**src/rtl/cmp_seq.sv**
```systemverilog
// cmp_seq: multi-cycle magnitude comparator, DIGIT bits per clock, MSB slice first.
// Signed operands are biased by flipping the sign bit at latch time, so the same
// unsigned slice compare serves both modes.
// Optional feature macro: CMP_EARLY_EXIT_EN (finish at the first differing slice);
// when undefined, every compare scans all NSLICE slices (constant time).
module cmp_seq #(
  parameter int unsigned WIDTH = 32,
  parameter int unsigned DIGIT = 8
) (
  input  logic             clk,
  input  logic             rst_n,
  input  logic             start,
  input  logic             signed_mode,
  input  logic [WIDTH-1:0] a,
  input  logic [WIDTH-1:0] b,
  output logic             busy,
  output logic             done,
  output logic             eq,
  output logic             gt,
  output logic             lt
);

  localparam int unsigned NSLICE = WIDTH / DIGIT;
  localparam int unsigned CW     = (NSLICE > 1) ? $clog2(NSLICE) : 1;
  localparam logic [CW-1:0]    LAST     = CW'(NSLICE - 1);
  localparam logic [WIDTH-1:0] SIGN_BIT = {1'b1, {(WIDTH-1){1'b0}}};

  typedef enum logic {IDLE, RUN} state_t;

  state_t           r_state;
  state_t           w_state_nxt;
  logic [WIDTH-1:0] r_sa;
  logic [WIDTH-1:0] r_sb;
  logic [CW-1:0]    r_cnt;
  logic             r_found;
  logic             r_rec_gt;
  logic             r_rec_lt;
  logic             r_done;
  logic             r_eq;
  logic             r_gt;
  logic             r_lt;

  logic [DIGIT-1:0] w_top_a;
  logic [DIGIT-1:0] w_top_b;
  logic             w_sl_gt;
  logic             w_sl_lt;
  logic             w_last;
  logic             w_decide;
  logic             w_res_eq;
  logic             w_res_gt;
  logic             w_res_lt;
  logic [WIDTH-1:0] w_bias;

  assign w_top_a = r_sa[WIDTH-1 -: DIGIT];
  assign w_top_b = r_sb[WIDTH-1 -: DIGIT];
  assign w_sl_gt = (w_top_a > w_top_b);
  assign w_sl_lt = (w_top_a < w_top_b);
  assign w_last  = (r_cnt == LAST);
  assign w_bias  = signed_mode ? SIGN_BIT : '0;

  // Decision point and the result that will be registered when it is reached
  always_comb begin
    w_decide = 1'b0;
    w_res_eq = 1'b0;
    w_res_gt = 1'b0;
    w_res_lt = 1'b0;
`ifdef CMP_EARLY_EXIT_EN
    w_decide = w_sl_gt | w_sl_lt | w_last;
    w_res_gt = w_sl_gt;
    w_res_lt = w_sl_lt;
    w_res_eq = ~(w_sl_gt | w_sl_lt);
`else
    // The first recorded difference wins; later slices only matter if none was seen
    w_decide = w_last;
    if (r_found) begin
      w_res_gt = r_rec_gt;
      w_res_lt = r_rec_lt;
    end else begin
      w_res_gt = w_sl_gt;
      w_res_lt = w_sl_lt;
      w_res_eq = ~(w_sl_gt | w_sl_lt);
    end
`endif
  end

  // Next-state logic
  always_comb begin
    w_state_nxt = r_state;
    case (r_state)
      IDLE:    if (start) w_state_nxt = RUN;
      RUN:     if (w_decide) w_state_nxt = IDLE;
      default: w_state_nxt = IDLE;
    endcase
  end

  // State register
  always_ff @(posedge clk or negedge rst_n) begin
    if (!rst_n) r_state <= IDLE;
    else        r_state <= w_state_nxt;
  end

  // Operand shift registers, slice counter, difference record and result outputs
  always_ff @(posedge clk or negedge rst_n) begin
    if (!rst_n) begin
      r_sa     <= '0;
      r_sb     <= '0;
      r_cnt    <= '0;
      r_found  <= 1'b0;
      r_rec_gt <= 1'b0;
      r_rec_lt <= 1'b0;
      r_done   <= 1'b0;
      r_eq     <= 1'b0;
      r_gt     <= 1'b0;
      r_lt     <= 1'b0;
    end else begin
      r_done <= 1'b0;
      case (r_state)
        IDLE: begin
          if (start) begin
            r_sa     <= a ^ w_bias;
            r_sb     <= b ^ w_bias;
            r_cnt    <= '0;
            r_found  <= 1'b0;
            r_rec_gt <= 1'b0;
            r_rec_lt <= 1'b0;
            r_eq     <= 1'b0;
            r_gt     <= 1'b0;
            r_lt     <= 1'b0;
          end
        end
        RUN: begin
          if (w_decide) begin
            r_done <= 1'b1;
            r_eq   <= w_res_eq;
            r_gt   <= w_res_gt;
            r_lt   <= w_res_lt;
          end else begin
            r_sa  <= r_sa << DIGIT;
            r_sb  <= r_sb << DIGIT;
            r_cnt <= r_cnt + CW'(1);
            if (!r_found && (w_sl_gt || w_sl_lt)) begin
              r_found  <= 1'b1;
              r_rec_gt <= w_sl_gt;
              r_rec_lt <= w_sl_lt;
            end
          end
        end
        default: ;
      endcase
    end
  end

  assign busy = (r_state == RUN);
  assign done = r_done;
  assign eq   = r_eq;
  assign gt   = r_gt;
  assign lt   = r_lt;

endmodule

```
**config.mk**
```make
export PLATFORM = sky130hd
export DESIGN_NAME = cmp_seq
export DESIGN_NICKNAME = d
export VERILOG_FILES = /design/src/rtl/cmp_seq.sv
export SDC_FILE = /design/constraint.sdc
export NUM_CORES = 1
export LEC_CHECK = 0
export ABC_AREA = 1
export CAP_MARGIN = 20
export CORE_ASPECT_RATIO = 0.8
export CORE_UTILIZATION = 30
export DETAILED_ROUTE_END_ITERATION = 8
export GPL_TIMING_DRIVEN = 0
export SLEW_MARGIN = 15
export SYNTH_ARGS = -nofsm -noshare
export SYNTH_HDL_FRONTEND = slang
export SYNTH_SLANG_ARGS = --single-unit
export TNS_END_PERCENT = 5
```
**constraint.sdc**
```tcl
create_clock -name clk -period 2 [get_ports clk]
set_clock_uncertainty 0.2 [all_clocks]
set_input_delay 0.3 -clock clk [delete_from_list [all_inputs] [get_ports clk]]
set_output_delay 0.3 -clock clk [all_outputs]
set_load 0.02 [all_outputs]
```
==> implementation parameters, run 1 <==
Parameter                              Value

Outcome
  Result of the run    finished clean

Floorplan
  Total Die Area    0.01205 mm²
  Boundary pin count    73
  Core area    0.01110 mm²
  Initial Utilization    31.38%
  Row Count    34
  Overall die width    122.5 µm
  DIE HEIGHT    98.40 µm

Clock tree
  Total CTS buffers    9
  Sinks on Clock Net    74
  Maximum clock path buffer count    2
  Clock tree from TritonCTS    yes
  Clk root buf    sky130_fd_sc_hd__clkbuf_16
  H-tree depth    3
  Clock transition at path regs    0.06 ns
  Clock network latency to the later pin of the worst-skew pair    0.33 ns
  Number of gates resized after CTS    0
  Setup fix buffers added after clock tree synthesis    0

Final layout
  Filler Cell Count    1077
  Number of inserted diodes    0
  Leading cell types in the layout, fill and taps excluded    sky130_fd_sc_hd__nand2_1 (107), sky130_fd_sc_hd__dfrtp_1 (74), sky130_fd_sc_hd__clkdlybuf4s50_1 (71), sky130_fd_sc_hd__inv_1 (37), sky130_fd_sc_hd__nor2_1 (32)
  Area of all placed cells without fillers    0.004740 mm²
  Synth-to-layout area growth    36.01%
  Proportion of layout cells with a drive suffix above 1    7.692%
  Most common library cell in the layout ignoring fill and taps    sky130_fd_sc_hd__nand2_1
  Registers with the most flip-flops    r_sa (32), r_sb (32), r_cnt (2)
  Final Net Count    553

Detailed routing
  Average wire per standard cell    13.89 µm
  Met1 wire length    4320 µm
  Vias post-DR    2954
  Remaining DRCs    0
  Initial detailed-routing violation count    169
  Routed length on met2    3769 µm
  Total Routed Length    8682 µm
  Drt via density    4.726
  Pre-Repair DR Iteration Count    4
  Count of nets left with antenna violations after detail routing    0
  Highest routing layer actually used    met4
  Sum of met3 wire segment lengths after detailed routing    537 µm

Logic synthesis
  Cell area after synthesis    0.003485 mm²
  Synthesis-stage register bit count    74
  Post-synth net total    468
  Synthesized instance count    391
  Cells taking the most area after synthesis    sky130_fd_sc_hd__dfrtp_1 (53%), sky130_fd_sc_hd__nand2_1 (12%), sky130_fd_sc_hd__o211ai_1 (4.7%)
  Yosys cell types    26
  Share of synthesized area occupied by flip-flops and latches    53.14%
  Synthesized area per cell    8.912 µm²
  Cell type with the largest total area after synthesis    sky130_fd_sc_hd__dfrtp_1
  Yosys synthesis warning count    0
  Top cell type's share of synthesized area    53.14%

STA
  Sum of negative setup slack    0 ns
  Min Tclk post-route    1.844 ns
  Achievable clock frequency    542.4 MHz
  Endpoints failing hold    0
  Final Setup Violations    0
  Unrepaired setup endpoints after global routing    false
  Least-Margin Pin Slew    0.5537 ns
  Max-Slew Margin vs Limit    63.09%
  Post-route clock period utilization    92.18%
  Final-report max-slew violation count    0

Power and ir drop
  Leak pwr    0.002158 µW
  Cell area power density    1636 mW/mm²
  Worst ir drop on vdd    0.0005506 V
  Total design power    7753 µW

Setup path
  CP Data Arrival Time    1.83 ns
  Crit. End Element    flop
  Slowest cell on the critical path    sky130_fd_sc_hd__dfrtp_1
  Highest fanout seen on the critical path    10
  CP startpoint kind    flop
  Required time at the endpoint of the critical path    1.99 ns
  Crit-path cells    ha_1 > nor2_4 > nor2_8 > inv_4 > buf_8 > buf_2 > a31oi_1
  Worst R2R Path Depth    7
  Category of the critical setup timing path    reg -> reg
  Biggest cell delay along the critical path    0.40 ns

Global routing
  Global-route congestion overflow total    0
  Vias in the first global route    2936
  Global-route wire length before repair    14750 µm
  Antenna violations before repair    0
  Largest net degree at the start of global routing    40
  GR Util All Layers    15.76%

Min path
  Worst hold path class    in -> async

Placed design
  Placer's final routability congestion estimate    0.7776
  Area after detailed placement    0.004403 mm²
  HPWL Detailed    6560 µm
  Count of buffers from port buffering    72

Run
  Number of violations of the max-capacitance limit    0
-- per-layer routing --
layer,vias to the layer above,global-route usage [%]
li1,1472,-
met1,1394,22.68
met2,81,23.77
met3,7,3.797
met4,0,3.659
met5,-,0
-- through the flow --
stage | hold slack [ns] | setup WS [ns] | utilization, % | cells
after global placement | 0.2841 | -2.157 | 39.50 | 607
after detailed placement | 0.09313 | -0.1120 | 39.66 | 608
after floorplan | -0.1956 | 0.3562 | - | 391
after global routing | 0.3197 | 0.01901 | 42.69 | 625
final | 0.2642 | 0.1563 | 42.69 | 625
after CTS | 0.2754 | 0.1341 | 42.69 | 625
-- area by class of cell --
type                            instances  area (µm²)  share of cell area [%]
Clock buffer                            9       225.2                   4.752
Multi-Input combinational cell        253        1323                   27.90
Clock inverter                          7       101.3                   2.138
Sequential cell                        74        1852                   39.07
Tap cell                              144       180.2                   3.801
Buffer                                 24       150.1                   3.168
Inverter                               40       160.2                   3.379
Timing Repair Buffer                   74       748.2                   15.79
-- worst max-delay path: cells and delay by family (launching register included) --
family / cells / cell delay (ns)
AND/OR/NAND/NOR: 2 / 0.27
buffers and inverters: 3 / 0.46
adder cells (fa/ha/maj): 1 / 0.25
AO/OA/AOI/OAI: 1 / 0.13
flip-flops: 1 / 0.40
-- synthesized netlist by cell type (all sizes together) --
master / n
a22o: 10
xnor2: 2
a21oi: 2
o211ai: 22
ha: 9
nand3: 4
nor2: 34
o21ai: 35
buf: 17
a21o: 1
a31oi: 25
dfrtp: 74
nand4: 1
nand2: 108
clkbuf: 7
inv: 40
-- report_power, final --
group	leakage, µW	internal, µW	total [µW]	switching [µW]
combinational	0.00109	1390	3480	2090
sequential	0.000913	2210	2520	312
clock	0.000153	1100	1750	645
total	0.00216	4710	7750	3050
-- final timing paths --
check                           slack, ns        to      from
worst min-delay path                 0.26   r_sa[3]     rst_n
min in group clk                     0.29        eq        eq
worst max-delay path                 0.16  r_sb[23]  r_cnt[0]
worst max register to register       0.16  r_sb[23]  r_cnt[0]
worst min register to register       0.29        eq        eq
max in group asynchronous            0.76  r_sb[20]     rst_n
-- timing repair --
action,CTS,global route
endpoints found under the hold margin,35,0
setup endpoints to repair,0,0
hold buffers,1,0
-- cell families after synthesis --
group	Yosys count	share of synthesized area (%)
AND/OR/NAND/NOR	147	16.95
AO/OA/AOI/OAI	95	17.27
flip-flops	74	53.14
buffers and inverters	64	8.905
adder cells (fa/ha/maj)	9	3.232
XOR/XNOR	2	0.5028
Note: power is estimated with default switching activity, not from simulation.
==> run 2, diff against run 1 <==
Settings changed: GPL_ROUTABILITY_DRIVEN set to 0, HOLD_SLACK_MARGIN set to 0.06.
==> results of run 2 <==
No change in the layout: final DEF, timing and power equal those of run 1.
